--- config.mk ---
export PLATFORM = sky130hd
export DESIGN_NAME = exchange_scheduler
export DESIGN_NICKNAME = d
export VERILOG_FILES = /design/src/rtl/exchange_pkg.sv /design/src/rtl/watchdog_counter.sv /design/src/rtl/exchange_scheduler.sv
export SDC_FILE = /design/constraint.sdc
export NUM_CORES = 1
export LEC_CHECK = 0
export BUFFER_PORTS_ARGS = -buffer_cell sky130_fd_sc_hd__buf_2
export CAP_MARGIN = 20
export CORE_MARGIN = 2
export CORE_UTILIZATION = 45
export CTS_CLUSTER_DIAMETER = 60
export DETAILED_ROUTE_END_ITERATION = 8
export HOLD_SLACK_MARGIN = 0.1
export PLACE_DENSITY_LB_ADDON = 0.3
export SKIP_LAST_GASP = 1
export SLEW_MARGIN = 20
export SYNTH_ARGS = -nofsm -noshare
export SYNTH_HDL_FRONTEND = slang
export SYNTH_HIERARCHICAL = 1
export SYNTH_SLANG_ARGS = --single-unit
--- constraint.sdc ---
create_clock -name clk -period 3.7 [get_ports clk]
set_input_delay 0.74 -clock clk [delete_from_list [all_inputs] [get_ports clk]]
set_output_delay 0.74 -clock clk [all_outputs]
set_load 0.03 [all_outputs]
--- src/rtl/exchange_pkg.sv ---
// rtl/exchange_pkg.sv - shared state encoding and neighbor count for the exchange scheduler
package exchange_pkg;

    localparam int NEIGHBOR_COUNT = 8;

    typedef enum logic [2:0] {
        ST_IDLE      = 3'd0,
        ST_COMPUTE   = 3'd1,
        ST_WAIT_CTS  = 3'd2,
        ST_SEND      = 3'd3,
        ST_WAIT_DONE = 3'd4,
        ST_ADVANCE   = 3'd5,
        ST_ERROR     = 3'd6
    } state_t;

endpackage

--- src/rtl/watchdog_counter.sv ---
// rtl/watchdog_counter.sv - handshake wait watchdog; expired once the count reaches TIMEOUT_CYCLES-1
module watchdog_counter #(
    parameter int TIMEOUT_CYCLES = 1024
) (
    input  logic clk,
    input  logic reset,
    input  logic clear,
    input  logic enable,
    output logic expired
);

    localparam int W = (TIMEOUT_CYCLES > 1) ? $clog2(TIMEOUT_CYCLES) : 1;
    localparam logic [W-1:0] LIMIT = (TIMEOUT_CYCLES > 0) ? W'(TIMEOUT_CYCLES - 1) : '0;
    localparam logic [W-1:0] ONE = W'(1);

    logic [W-1:0] count;

    // Holds at the limit so a stalled consumer never sees the count wrap.
    always_ff @(posedge clk) begin
        if (reset || clear) begin
            count <= '0;
        end else if (enable && !expired) begin
            count <= count + ONE;
        end
    end

    assign expired = (TIMEOUT_CYCLES > 0) && (count == LIMIT);

endmodule

--- src/rtl/exchange_scheduler.sv ---
// rtl/exchange_scheduler.sv - per-layer compute/halo-exchange sequencer for one PPU tile
module exchange_scheduler
    import exchange_pkg::*;
#(
    parameter int NEIGHBOR_COUNT = exchange_pkg::NEIGHBOR_COUNT,
    parameter int GROUP_WIDTH    = 8,
    parameter int TIMEOUT_CYCLES = 1024
) (
    input  logic                      clk,
    input  logic                      reset,
    input  logic                      start,
    input  logic [GROUP_WIDTH-1:0]    group_count,
    input  logic [NEIGHBOR_COUNT-1:0] neighbor_mask,
    input  logic                      cycle_done,
    input  logic                      local_send_done,
    input  logic [NEIGHBOR_COUNT-1:0] neighbor_cts,
    input  logic [NEIGHBOR_COUNT-1:0] neighbor_exchange_done,
    output logic                      compute_enable,
    output logic                      send_enable,
    output logic                      clear_to_send,
    output logic                      exchange_done,
    output logic                      channel_group_done,
    output logic                      layer_done,
    output logic [GROUP_WIDTH-1:0]    group_index,
    output logic                      busy,
    output logic                      timeout_error
);

    localparam logic [GROUP_WIDTH-1:0] ONE = GROUP_WIDTH'(1);

    state_t                    state;
    state_t                    next_state;
    logic [GROUP_WIDTH-1:0]    count_q;
    logic [NEIGHBOR_COUNT-1:0] mask_q;
    logic                      cts_ok;
    logic                      xchg_ok;
    logic                      last_group;
    logic                      expired;
    logic                      wd_clear;
    logic                      wd_enable;

    // An absent neighbor counts as ready, so an empty mask passes straight through.
    assign cts_ok     = (neighbor_cts & mask_q) == mask_q;
    assign xchg_ok    = (neighbor_exchange_done & mask_q) == mask_q;
    assign last_group = group_index == (count_q - ONE);

    always_comb begin
        next_state = state;
        case (state)
            ST_IDLE:      if (start && group_count != '0) next_state = ST_COMPUTE;
            ST_COMPUTE:   if (cycle_done) next_state = ST_WAIT_CTS;
            ST_WAIT_CTS: begin
                if (cts_ok)       next_state = ST_SEND;
                else if (expired) next_state = ST_ERROR;
            end
            ST_SEND:      if (local_send_done) next_state = ST_WAIT_DONE;
            ST_WAIT_DONE: begin
                if (xchg_ok)      next_state = ST_ADVANCE;
                else if (expired) next_state = ST_ERROR;
            end
            ST_ADVANCE:   next_state = last_group ? ST_IDLE : ST_COMPUTE;
            ST_ERROR:     next_state = ST_ERROR;
            default:      next_state = ST_IDLE;
        endcase
    end

    assign wd_clear  = (next_state == ST_WAIT_CTS  && state != ST_WAIT_CTS) ||
                       (next_state == ST_WAIT_DONE && state != ST_WAIT_DONE);
    assign wd_enable = (state == ST_WAIT_CTS  && !cts_ok) ||
                       (state == ST_WAIT_DONE && !xchg_ok);

    watchdog_counter #(
        .TIMEOUT_CYCLES(TIMEOUT_CYCLES)
    ) u_watchdog (
        .clk    (clk),
        .reset  (reset),
        .clear  (wd_clear),
        .enable (wd_enable),
        .expired(expired)
    );

    // Outputs decode next_state so each registered flag lines up with the state it describes.
    always_ff @(posedge clk) begin
        if (reset) begin
            state              <= ST_IDLE;
            count_q            <= '0;
            mask_q             <= '0;
            group_index        <= '0;
            compute_enable     <= 1'b0;
            send_enable        <= 1'b0;
            clear_to_send      <= 1'b0;
            exchange_done      <= 1'b0;
            channel_group_done <= 1'b0;
            layer_done         <= 1'b0;
            busy               <= 1'b0;
            timeout_error      <= 1'b0;
        end else begin
            state <= next_state;
            if (state == ST_IDLE && start) begin
                count_q     <= group_count;
                mask_q      <= neighbor_mask;
                group_index <= '0;
            end else if (state == ST_ADVANCE && !last_group) begin
                group_index <= group_index + ONE;
            end
            compute_enable     <= next_state == ST_COMPUTE;
            clear_to_send      <= next_state == ST_WAIT_CTS || next_state == ST_SEND;
            send_enable        <= next_state == ST_SEND;
            exchange_done      <= next_state == ST_WAIT_DONE;
            channel_group_done <= next_state == ST_ADVANCE;
            layer_done         <= (next_state == ST_ADVANCE && last_group) ||
                                  (state == ST_IDLE && start && group_count == '0);
            busy               <= next_state != ST_IDLE;
            timeout_error      <= next_state == ST_ERROR;
        end
    end

endmodule
# [Word-level counts from Yosys, hierarchy flattened]
# Index checks and enable logic that the tools add are counted.
[word_totals] register_bits=45 latch_bits=0 mem_bits_rw=0 rom_bits=0 inputBits=37 out_inout_bits=16 elab_cells=68 n_memories=0
[classes] addsub=3 mul=0 div=0 n_lt_le_gt_ge=0 eq_ne=18 n_shift=0 n_mux=8 bitwise_logic=2 n_reduce_logical=24
[op_table] op="== test 8 bit" count=3
[op_table] op="case mux 3 bit (7 select lines)" count=1
[op_table] op="== test 3 bit (second input constant)" count=6
[op_table] op="two-way mux 3 bit" count=6
[op_table] op="AND 8 bit" count=2
[op_table] op="== test 3 x 2 -> 1 bit (second input constant)" count=4
[op_table] op="adder 10 x 1 -> 10 bit (second input constant)" count=1
[op_table] op="== test 10 bit (second input constant)" count=1
[op_table] op="logical AND 1 bit" count=10
[op_table] op="adder 8 x 1 -> 8 bit (second input constant)" count=1
[op_table] op="zero test 8 bit" count=1
[op_table] op="nonzero test 8 bit" count=1
[op_table] op="subtractor 8 x 1 -> 8 bit (second input constant)" count=1
[op_table] op="== test 3 x 1 -> 1 bit (second input constant)" count=2
[op_table] op="logical OR 1 bit" count=5
[op_table] op="zero test 1 bit" count=4
[op_table] op="zero test 3 bit" count=1
[op_table] op="inequality test 3 x 2 -> 1 bit (second input constant)" count=1
[op_table] op="inequality test 3 bit (second input constant)" count=1
[op_table] op="nonzero test 3 bit" count=1
[op_table] op="OR reduction 2 bit" count=1
[op_table] op="two-way mux 1 bit" count=1

# [Longest topological paths before layout]
# Gate-level depths: netlist of the first run.
[depth] ltp_word=8 depth_mapped=9 ltp_nobuf=8

# [Modules after synthesis]
# Netlist of the first run, hierarchy kept.
[modules_own_cells] module="exchange_scheduler" n_inst=1 cells_per_inst=239 area_per_inst_um2=1914.3 seq_area_each_um2=700.7
[modules_own_cells] module="watchdog_counter" n_inst=1 cells_per_inst=68 area_per_inst_um2=593.1 seq_area_each_um2=200.2

# [Worst setup path after synthesis of the first run]
# Ideal clock, no wire load.
[synth_path] kind="input port to flip-flop" from="input neighbor_cts[6]" to="register u_watchdog.count[9]" setup_ns=0.086 t_arrival_ns=2.199 t_required_ns=3.614 slack_ns=1.415 path_stages=7 n_path_buf=0 cell_sequence="o22ai_1 -> or4_1 -> nand3_1 -> a21oi_1 -> and4_1 -> and4_1 -> a211oi_1"
[synth_between] elab_cells_between_ends=14 cone_classes="eq/ne: 3; mux: 2; bitwise: 1; reduce/logical: 8"
[synth_rtl] element="from (decl)" line="exchange_scheduler.sv:16" text="input logic [NEIGHBOR_COUNT-1:0] neighbor_cts,"
[synth_rtl] element="AND 8 bit" line="exchange_scheduler.sv:43" text="assign cts_ok = (neighbor_cts & mask_q) == mask_q;"
[synth_rtl] element="== test 8 bit" line="exchange_scheduler.sv:43"
[synth_rtl] element="zero test 1 bit" line="exchange_scheduler.sv:69" text="assign wd_enable = (state == ST_WAIT_CTS && !cts_ok) ||"
[synth_rtl] element="logical AND 1 bit" line="exchange_scheduler.sv:69"
[synth_rtl] element="logical OR 1 bit" line="exchange_scheduler.sv:69"
[synth_rtl] element="named net wd_enable" line="exchange_scheduler.sv:40" text="logic wd_enable;"
[synth_rtl] element="logical AND 1 bit" line="watchdog_counter.sv:22" text="end else if (enable && !expired) begin"
[synth_rtl] element="to (signal assigned)" line="watchdog_counter.sv:23" text="count <= count + ONE;"
[synth_rtl] element="to (decl)" line="watchdog_counter.sv:16" text="logic [W-1:0] count;"
# The timed path passes the listed nets, and every way through them passes these cells.
# A chain may end at the register's enable or synchronous reset.

# [Worst setup path after layout of the first run]
[layout_path] from="register count_q[0]" to="register busy"
[layout_between] elab_chain_cells=5
[layout_rtl] element="from (decl)" line="exchange_scheduler.sv:33" text="logic [GROUP_WIDTH-1:0] count_q;"
[layout_rtl] element="from (signal assigned)" line="exchange_scheduler.sv:100" text="count_q <= group_count;"
[layout_rtl] element="subtractor 8 x 1 -> 8 bit" line="exchange_scheduler.sv:45" text="assign last_group = group_index == (count_q - ONE);"
[layout_rtl] element="== test 8 bit" line="exchange_scheduler.sv:45"
[layout_rtl] element="two-way mux 1 bit" line="exchange_scheduler.sv:61" text="ST_ADVANCE: next_state = last_group ? ST_IDLE : ST_COMPUTE;"
[layout_rtl] element="case mux 3 bit (7 select lines)" line="exchange_scheduler.sv:49" text="case (state)"
[layout_rtl] element="nonzero test 3 bit" line="exchange_scheduler.sv:113" text="busy <= next_state != ST_IDLE;"
[layout_rtl] element="to (signal assigned)" line="exchange_scheduler.sv:95" text="busy <= 1'b0;"
[layout_rtl] element="to (signal assigned)" line="exchange_scheduler.sv:113"
[layout_rtl] element="to (decl)" line="exchange_scheduler.sv:25" text="output logic busy,"
# No other way between the ends.

==> results of run 1 <==
==> cells by family (layout without fill, tap and decap cells) <==
group,Yosys count,count (layout),share of synthesized area (%)
simple gates,131,131,27.3
xor+xnor,10,10,3.49
buf+inv,34,80,5.69
mux,16,16,6.39
fa+ha+maj,3,3,1.50
compound gates,68,68,19.7
flops,45,45,35.9
==> stage by stage <==
| step | std cells | hold slack [ns] | power [mW] |
|---|---|---|---|
| floorplan | 307 | 0.436 | 0.736 |
| global placement | 417 | 0.444 | 0.801 |
| detailed placement | 417 | 0.447 | 0.806 |
| CTS | 425 | 0.460 | 1.12 |
| global route | 425 | 0.483 | 1.18 |
| finish | 425 | 0.459 | 1.11 |
==> critical path: cells and delay by family, from the launching register on <==
family,cells,cell delay [ns]
compound gates,4,0.93
simple gates,2,0.64
flops,1,0.41
fa+ha+maj,1,0.30
buf+inv,1,0.06
==> layout by cell type (no fill, tap or decap), types with 2 or more instances in the layout <==
| cell type | instances |
|---|---|
| a2111oi_4 | 2 |
| a211oi_1 | 10 |
| a21oi_1 | 22 |
| a31oi_1 | 7 |
| a41oi_1 | 2 |
| and3_1 | 3 |
| and3_2 | 2 |
| and4_1 | 4 |
| buf_2 | 52 |
| clkbuf_8 | 5 |
| dfxtp_1 | 45 |
| ha_1 | 3 |
| inv_1 | 19 |
| mux2i_1 | 16 |
| nand2_1 | 68 |
| nand2b_1 | 2 |
| nand3_1 | 4 |
| nand4_1 | 4 |
| nor2_1 | 10 |
| nor3_1 | 6 |
| nor4_1 | 3 |
| nor4_4 | 2 |
| o21ai_0 | 2 |
| o21bai_1 | 2 |
| o22ai_1 | 9 |
| or3_1 | 9 |
| or4_1 | 2 |
| xnor2_1 | 4 |
| xor2_1 | 6 |
==> cells in the mapped netlist (3+ instances only) <==
cell	instances
and3_1	3
clkbuf_1	7
nand3_1	4
xor2_1	6
mux2i_1	16
dfxtp_1	45
nor2_1	10
nor3_1	6
ha_1	3
xnor2_1	4
nor4_1	3
or3_1	9
buf_1	3
o22ai_1	9
a211oi_1	10
a21oi_1	22
a31oi_1	7
nand4_1	4
and4_1	4
nand2_1	68
inv_1	19
==> power by group through the flow <==
stage	Sequential, mW	Combinational [mW]	Clock, mW
floorplan	0.553	0.184	0
global placement	0.550	0.251	0
detailed placement	0.551	0.255	0
CTS	0.540	0.257	0.326
global route	0.545	0.287	0.344
finish	0.540	0.256	0.316
==> state kept, by name, summed over array words and instances, names as in the netlist, 3 cells and up <==
register / count
count_q: 8
state: 3
group_index: 8
mask_q: 8
u_watchdog/count: 10
==> routing by layer <==
metal,vias to the layer above,wire length [um]
met2,75,2570
li1,1193,-
met4,0,134
met3,13,330
met1,1072,2660
met5,-,0
==> final cells by class <==
| class | count | area [um2] | area share, % |
|---|---|---|---|
| Clock buffer | 5 | 68.8 | 2.38 |
| Clock inverter | 3 | 21.3 | 0.736 |
| Inverter | 19 | 71.3 | 2.47 |
| Multi-Input combinational cell | 228 | 1470 | 50.9 |
| Sequential cell | 45 | 901 | 31.2 |
| Tap cell | 72 | 90.1 | 3.12 |
| Timing Repair Buffer | 53 | 268 | 9.26 |
==> path summary, 6_finish.rpt <==
kind	end	depth (start not counted)	slack, ns
max	busy	8	1.20
min reg2reg	mask_q[4]	2	0.46
min	mask_q[4]	2	0.46
max reg2reg	busy	8	1.20
==> summary.txt, run 1 <==
Status
  – Status: finished, final reports clean

Floorplan
  – Die area: 6190 um2
  – Rows: 27
  – Height of the die: 78.6 um
  – Die extent in x: 78.6 um
  – # IOs: 53
  – Core area: 5440 um2
  – Initial Util: 46.1%

Setup path
  – Worst Path Class, Setup: reg -> reg
  – Endpoint class of the critical path: flop
  – Worst EP required: 3.84 ns
  – Crit Path Max Fanout: 9
  – WP data arrival: 2.64 ns
  – CP max-delay cell: nor4_4
  – Crit path cell chain: inv_1 -> ha_1 -> o21bai_1 -> a211oi_1 -> nor4_2 -> nor4_4 -> a211o_1 -> a41oi_1
  – Reg2reg start: count_q[0]
  – Slowest stage delay, CP: 0.53 ns
  – Worst Setup Start Kind: flop
  – Crit path from: count_q[0]

STA
  – Relative slew slack: 29.1%
  – Final Setup Violations: 0
  – Max-slew violations: 0
  – RSZ-0062 raised after global routing: false
  – PnR worst setup slack: 1.20 ns
  – FMAX: 400 MHz
  – Worst-Margin Slew: 1.06 ns
  – Min cycle time layout: 2.50 ns
  – Setup TNS: 0 ns
  – Worst clock skew: 0.00830 ns
  – Final period utilization: 67.5%
  – Fin. Hold Viols: 0

Layout
  – Share of cells above drive strength 1: 21.8%
  – Fin nets: 392
  – Post-route cell area: 2890 um2
  – Ant. Diodes: 0
  – Synthesis-to-layout area growth: 15.3%
  – FILL cells: 538
  – Core Util, Final: 53.1%

Detailed routing
  – WL per Instance: 13.4 um
  – Via density: 5.54
  – DRC viols: 0
  – Routed WL: 5.70 mm
  – Post-route ant nets: 0
  – Drt first pass iters: 5
  – Via Count: 2,353
  – Iteration-0 DRC Markers: 158

Power and ir drop
  – Internal power: 0.746 mW
  – Clock Power Share: 28.4%
  – Sw power: 0.365 mW
  – Peak VDD IR: 0.000204 V
  – PD cells: 384 nW/um2
  – Static Leak: 1.12 nW
  – Combinational power share: 23.0%
  – Switching Share: 32.8%
  – Seq pwr share: 48.6%

Clock tree
  – CTS tree: yes
  – CTS resizes: 0
  – Clk slew on worst S/H paths: 0.09 ns
  – # H-tree levels: 2
  – Max clock buf depth: 2
  – Post-CTS Hold Buffers: 0
  – Clock root buffer: clkbuf_8
  – CTS Sinks: 45
  – Worst-skew pair later-pin latency: 0.30 ns
  – Num CTS Buffers: 5
  – Post-CTS Setup Bufs: 0

Synthesis
  – Syn Area/Cell: 8.17 um2
  – Synth Register Bits: 45
  – Yosys top cell area share: 35.9%
  – Cell Area, Synth: 2510 um2
  – Post-synthesis cell type count: 57
  – Cells taking the most area after synthesis: dfxtp_1 36%, nand2_1 10%, mux2i_1 6.4%
  – Post-synth ARST share: 0%
  – Area leader, netlist: dfxtp_1
  – Post-synth EDFFs: 0
  – Seq/Total Area, Yosys: 35.9%
  – Number of synthesis warnings: 6
  – Cell count after synthesis: 307
  – Syn nets: 347
  – Main synth FF type: dfxtp_1

Global routing
  – Initial antenna violation count: 0
  – Largest net degree at the start of global routing: 39
  – Met1 Use GR: 26.3%
  – GRT Total Usage: 20.0%
  – Global route overflow: 0
  – GR Util met2: 31.4%
  – Global route hottest layer: met2
  – First-pass GRT wire length: 9.98 mm
  – Vias in the first global route: 2,191
  – Met3 Usage GRT: 4.37%

Hold path
  – Hold Startpoint: mask_q[4]
  – Hold Crit Class: reg -> reg

Placed design
  – Detailed placement HPWL: 4.19 mm
  – I/O Buffers: 52
  – Pre-CTS setup slack: 1.08 ns
  – Placement Cell Area: 2800 um2
  – GPL Wtd Cong: 0.863

Flow run
  – MaxCap Viol Count: 0
Power figures use the tool's default switching activity.
==> run 2: changes to the inputs <==
==> constraint.sdc (replaced) <==
create_clock -name clk -period 2.1 [get_ports clk]
set_input_delay 0.42 -clock clk [delete_from_list [all_inputs] [get_ports clk]]
set_output_delay 0.42 -clock clk [all_outputs]
set_load 0.03 [all_outputs]
==> summary.txt, run 2 (same netlist as run 1, synthesis figures left out) <==
Setup path
  – Endpoint class of the critical path: flop
  – CP most frequent cell: nor4_4
  – CP max-delay cell: a211o_1
  – Critical Path End: send_enable
  – Critical path's top delay family: simple AND/OR/NAND/NOR gates
  – Buf/Inv on CP: 1 (unchanged)
  – Worst Setup Start Kind: flop
  – Reg2reg setup slack: -0.04 ns (-1.24 ns)
  – Reg2Reg Depth: 8 (unchanged)
  – Reg2reg start: count_q[1]
  – Worst Path Class, Setup: reg -> reg
  – Worst path depth: 8 (unchanged)
  – Slowest stage delay, CP: 0.38 ns (-0.15 ns)
  – Crit Path Max Fanout: 7 (-2)
  – WP data arrival: 2.35 ns (-0.29 ns)
  – Crit path from: count_q[1]
  – Crit path cell chain: inv_2 -> ha_4 -> and2_1 -> and4bb_1 -> nor4_4 -> nor4_4 -> a211o_1 -> a2111oi_4
  – RR Endpoint: send_enable
  – Worst EP required: 2.31 ns (-1.53 ns)

Floorplan
  – Die extent in x: 78.6 um (unchanged)
  – Core area: 5440 um2 (unchanged)
  – # IOs: 53 (unchanged)
  – Initial Util: 46.1% (unchanged)
  – Rows: 27 (unchanged)
  – Height of the die: 78.6 um (unchanged)
  – Die area: 6190 um2 (unchanged)

Clock tree
  – Num CTS Buffers: 5 (unchanged)
  – Clk slew on worst S/H paths: 0.08 ns (about the same)
  – Post-CTS Hold Buffers: 0 (unchanged)
  – # H-tree levels: 2 (unchanged)
  – CTS tree: yes
  – CTS Sinks: 45 (unchanged)
  – Worst-skew pair later-pin latency: 0.30 ns (about the same)
  – Clock root buffer: clkbuf_8
  – Max clock buf depth: 2 (unchanged)

Global routing
  – Met1 Use GR: 28.9% (+2.6 points)
  – Initial antenna violation count: 0 (unchanged)
  – Global route overflow: 0 (unchanged)
  – Global route hottest layer: met2
  – Largest net degree at the start of global routing: 25 (-36%)
  – Vias in the first global route: 2,387 (+8.9%)
  – GR Util met2: 38.1% (+6.8 points)
  – First-pass GRT wire length: 11.0 mm (+11%)
  – Met3 Usage GRT: 3.68% (-0.69 points)
  – GRT Total Usage: 22.2% (+2.1 points)

Status
  – Status: complete, but fails checks
  – Failing checks: setup timing

STA
  – FMAX: 468 MHz (+17%)
  – Final Setup Violations: 1 (+1)
  – PnR worst setup slack: -0.0356 ns (-1.24 ns)
  – Worst Hold Slack: 0.350 ns (-0.109 ns)
  – Min cycle time layout: 2.14 ns (-0.362 ns)
  – Worst clock skew: 0.00623 ns (-0.00207 ns)
  – Setup TNS: -0.0356 ns (-0.0356 ns)
  – Fin. Hold Viols: 0 (unchanged)
  – Relative slew slack: 68.6% (+39 points)
  – Max-slew violations: 0 (unchanged)
  – Final period utilization: 102% (+34 points)
  – RSZ-0062 raised after global routing: true
  – Worst-Margin Slew: 0.471 ns (-0.592 ns)

Hold path
  – Hold Crit Class: in -> reg

Layout
  – Max FFs per register: 10 (unchanged)
  – Ant. Diodes: 0 (unchanged)
  – Synthesis-to-layout area growth: 33.6%
  – Post-route cell area: 3350 um2 (+16%)
  – Most frequent cells in the layout: 68 x nand2_1, 52 x buf_2, 44 x buf_4
  – Commonest non-fill, non-tap cell in the layout: nand2_1
  – Fin nets: 435 (+11%)
  – Share of cells above drive strength 1: 34.8% (+13 points)
  – Largest Register: u_watchdog/count
  – Fin cells: 468 (+10%)

Detailed routing
  – Routed WL: 6.63 mm (+16%)
  – Post-route ant nets: 0 (unchanged)
  – Via density: 5.32 (-3.8%)
  – Via Count: 2,492 (+5.9%)
  – Drt first pass iters: 4 (-1)
  – Iteration-0 DRC Markers: 107 (-32%)
  – WL per Instance: 14.2 um (+5.7%)
  – DRC viols: 0 (unchanged)

Power and ir drop
  – Peak VDD IR: 0.000481 V (+140%)
  – PD cells: 668 nW/um2 (+74%)
  – Static Leak: 1.36 nW (+21%)

Placed design
  – Pre-CTS setup slack: -0.174 ns (-1.26 ns)
  – Cells after DPL: 453 (+8.6%)
  – GPL Wtd Cong: 0.820 (-4.9%)
  – Detailed placement HPWL: 4.81 mm (+15%)
  – I/O Buffers: 52 (unchanged)
  – Placement Cell Area: 3110 um2 (+11%)

Flow run
  – MaxCap Viol Count: 0 (unchanged)
==> run 2: cell count changes in the layout (fill, tap and decap cells not counted), moves of 3 or more <==
cell	change
dfxtp_1	-3
a211oi_1	-3
a211oi_2	+3
a21oi_1	-3
buf_4	+43
==> run 2: cell type report <==
type                            instances  area [um2]
Multi-Input combinational cell        228        1570
Clock inverter                          1        30.0
Inverter                               19        71.3
Timing Repair Buffer                   96         591
Fill cell                             465        2090
Clock buffer                            7        86.3
Sequential cell                        45         910
Tap cell                               72        90.1
==> run 2: worst min path at each step <==
stage | start | endpoint | slack (ns) | cells past startpoint
after floorplan | mask_q[0] | mask_q[0] | 0.44 | 2
after global placement | mask_q[2] | mask_q[2] | 0.44 | 2
after detailed placement | mask_q[0] | mask_q[0] | 0.45 | 2
after CTS | neighbor_mask[5] | mask_q[5] | 0.34 | 3
after global routing | neighbor_mask[2] | mask_q[2] | 0.36 | 3
final | neighbor_mask[5] | mask_q[5] | 0.35 | 3
==> run 2: through the flow <==
step	total power, mW	utilization [%]
6_report	2.24	61.6
5_1_grt	2.35	61.6
4_1_cts	2.20	59.7
3_5_place_dp	1.52	57.3
3_3_place_gp	1.51	57.3
2_1_floorplan	1.32	-
==> run 2: power breakdown <==
part           switching, mW  internal, mW  total [mW]
sequential            0.0447         0.901       0.946
combinational          0.330         0.280       0.610
clock                  0.293         0.388       0.681
total                  0.667          1.57        2.24
==> run 2: metal layers <==
metal | vias up | wire (um)
li1 | 1276 | -
met1 | 1147 | 3000
met2 | 60 | 3260
met3 | 9 | 279
met4 | 0 | 98
met5 | - | 0
==> run 2: what timing repair did <==
item,in CTS,in global routing
setup buffers,0,7
resized for setup,4,10
setup endpoints to repair,7,19
pin swaps,0,10
==> run 2: worst reg2reg max path: cells and delay by family (launching register included) <==
family,cells,cell delay (ns)
and+or+nand+nor,4,0.78
adders and majority gates,1,0.18
AOI/OAI and AO/OA,2,0.68
DFF,1,0.37
buffers and inverters,1,0.04
==> run 3: changes to the inputs <==
--- a/config.mk
+++ b/config.mk
@@ -5,10 +5,13 @@
 export SDC_FILE = /design/constraint.sdc
 export NUM_CORES = 1
 export LEC_CHECK = 0
+export ABC_CLOCK_PERIOD_IN_PS = 2100
 export BUFFER_PORTS_ARGS = -buffer_cell sky130_fd_sc_hd__buf_2
 export CAP_MARGIN = 20
+export CELL_PAD_IN_SITES_DETAIL_PLACEMENT = 1
+export CELL_PAD_IN_SITES_GLOBAL_PLACEMENT = 1
 export CORE_MARGIN = 2
-export CORE_UTILIZATION = 45
+export CORE_UTILIZATION = 36
 export CTS_CLUSTER_DIAMETER = 60
 export DETAILED_ROUTE_END_ITERATION = 8
 export HOLD_SLACK_MARGIN = 0.1
==> summary.txt, run 3 (same netlist as run 1, synthesis figures left out) <==
Status
  – Status: complete, but fails checks
  – Failing checks: setup timing

Layout
  – Share of cells above drive strength 1: 38.1% (+3.2 points)
  – Ant. Diodes: 0 (unchanged)
  – Most frequent cells in the layout: 68 x nand2_1, 52 x buf_2, 40 x buf_4
  – Commonest non-fill, non-tap cell in the layout: nand2_1
  – Fin nets: 433 (-0.46%)
  – Max FFs per register: 10 (unchanged)
  – Largest Register: u_watchdog/count
  – Synthesis-to-layout area growth: 35.5%

STA
  – Worst clock skew: 0.0192 ns (+0.0130 ns)
  – Setup TNS: -0.0283 ns (+0.00731 ns)
  – PnR worst setup slack: -0.0283 ns (+0.00731 ns)
  – Relative slew slack: 55.7% (-13 points)
  – RSZ-0062 raised after global routing: true
  – FMAX: 470 MHz (+0.34%)
  – Worst-Margin Slew: 0.660 ns (+0.189 ns)
  – Final period utilization: 101% (-0.35 points)
  – Min cycle time layout: 2.13 ns (-0.00731 ns)
  – Fin. Hold Viols: 0 (unchanged)
  – Max-slew violations: 0 (unchanged)
  – Final Setup Violations: 1 (unchanged)

Flow run
  – MaxCap Viol Count: 0 (unchanged)

Setup path
  – Worst EP required: 2.32 ns (about the same)
  – Endpoint class of the critical path: flop
  – Worst Setup Start Kind: flop
  – WP data arrival: 2.35 ns (about the same)
  – Worst Path Class, Setup: reg -> reg
  – Crit Path Max Fanout: 6 (-1)

Global routing
  – Met3 Usage GRT: 4.36% (+0.68 points)
  – Global route overflow: 0 (unchanged)
  – Vias in the first global route: 2,622 (+9.8%)
  – Global route hottest layer: met2
  – Initial antenna violation count: 0 (unchanged)
  – Largest net degree at the start of global routing: 25 (unchanged)
  – GR Util met2: 37.0% (-1.1 points)
  – Met1 Use GR: 26.9% (-2.0 points)
  – First-pass GRT wire length: 13.0 mm (+18%)
  – GRT Total Usage: 21.5% (-0.68 points)

Clock tree
  – CTS tree: yes
  – Post-CTS Hold Buffers: 0 (unchanged)
  – Clk slew on worst S/H paths: 0.10 ns (+0.02 ns)
  – Max clock buf depth: 2 (unchanged)
  – # H-tree levels: 2 (unchanged)
  – Clock root buffer: clkbuf_8
  – CTS Sinks: 45 (unchanged)
  – Worst-skew pair later-pin latency: 0.31 ns (about the same)
  – Num CTS Buffers: 5 (unchanged)

Hold path
  – Hold Crit Class: in -> reg

Detailed routing
  – Via Count: 2,599 (+4.3%)
  – Routed WL: 7.86 mm (+19%)
  – WL per Instance: 16.6 um (+17%)
  – Iteration-0 DRC Markers: 119 (+11%)
  – DRC viols: 0 (unchanged)
  – Via density: 5.48 (+3.0%)
  – Drt first pass iters: 4 (unchanged)
  – Post-route ant nets: 0 (unchanged)

Placed design
  – Detailed placement HPWL: 5.66 mm (+18%)
  – Pre-CTS setup slack: -0.207 ns (-0.0329 ns)
  – GPL Wtd Cong: 0.811 (-1.2%)
  – I/O Buffers: 52 (unchanged)

Power and ir drop
  – Static Leak: 1.36 nW (about the same)
  – Peak VDD IR: 0.000277 V (-42%)
  – PD cells: 640 nW/um2 (-4.2%)

Floorplan
  – Initial Util: 37.1% (-9.0 points)
  – Rows: 30 (+11%)
  – Core area: 6760 um2 (+24%)
  – Die extent in x: 87.5 um (+11%)
  – # IOs: 53 (unchanged)
  – Height of the die: 87.5 um (+11%)
  – Die area: 7650 um2 (+24%)
==> run 3: report_power, final <==
part | switching (mW) | internal [mW]
Clock | 0.337 | 0.241
Combinational | 0.353 | 0.290
Sequential | 0.0499 | 0.902
==> run 3: timing repair <==
| item | 4_1_cts | 5_1_grt |
|---|---|---|
| endpoints found under the setup margin | 19 | 21 |
| pin swaps | 8 | 8 |
| resized for setup | 11 | 17 |
| endpoints found under the hold margin | 0 | 0 |
| buffers inserted | 11 | 2 |
==> run 3: final timing paths <==
path | start | end | slack, ns | cells past startpoint
hold / removal | neighbor_mask[4] | mask_q[4] | 0.33 | 3
setup / recovery | count_q[1] | send_enable | -0.03 | 9
setup reg to reg | count_q[1] | send_enable | -0.03 | 9
hold reg to reg | mask_q[4] | mask_q[4] | 0.46 | 2
==> run 3: critical path: stages (launching register included) <==
cell and delay [ns]:
dfxtp_4 0.37, inv_2 0.04, ha_4 0.17, xnor2_1 0.13, and4_1 0.20, nor4_4 0.31, nor4_4 0.07, buf_6 0.14
a211o_4 0.35, a2111oi_4 0.28
==> run 3: area by class of cell <==
| cell class | instances | area, um2 |
|---|---|---|
| inverter | 19 | 71.3 |
| clock buffer | 5 | 68.8 |
| tap | 80 | 100 |
| clock inverter | 3 | 25.0 |
| timing repair buffer | 94 | 583 |
| multi-input combinational | 228 | 1640 |
| fill | 845 | 3360 |
| sequential | 45 | 913 |
==> run 3: layer usage <==
| metal | vias to the layer above | part of all wire (%) | routed length, um |
|---|---|---|---|
| met5 | - | 0 | 0 |
| met4 | 0 | 1.7 | 130 |
| met3 | 12 | 3.9 | 303 |
| met2 | 67 | 51 | 4010 |
| met1 | 1253 | 43 | 3420 |
| li1 | 1267 | - | - |
==> run 3: through the flow <==
step                hold WS, ns  power, mW  cell area (um2)  cells  utilization [%]
CTS                       0.332       2.14             3300    472             48.8
floorplan                 0.436       1.32             2560    307                -
detailed placement        0.448       1.51             3070    454             45.5
global route              0.332       2.29             3400    474             50.3
global placement          0.443       1.49             3070    454             45.5
finish                    0.333       2.17             3400    474             50.3
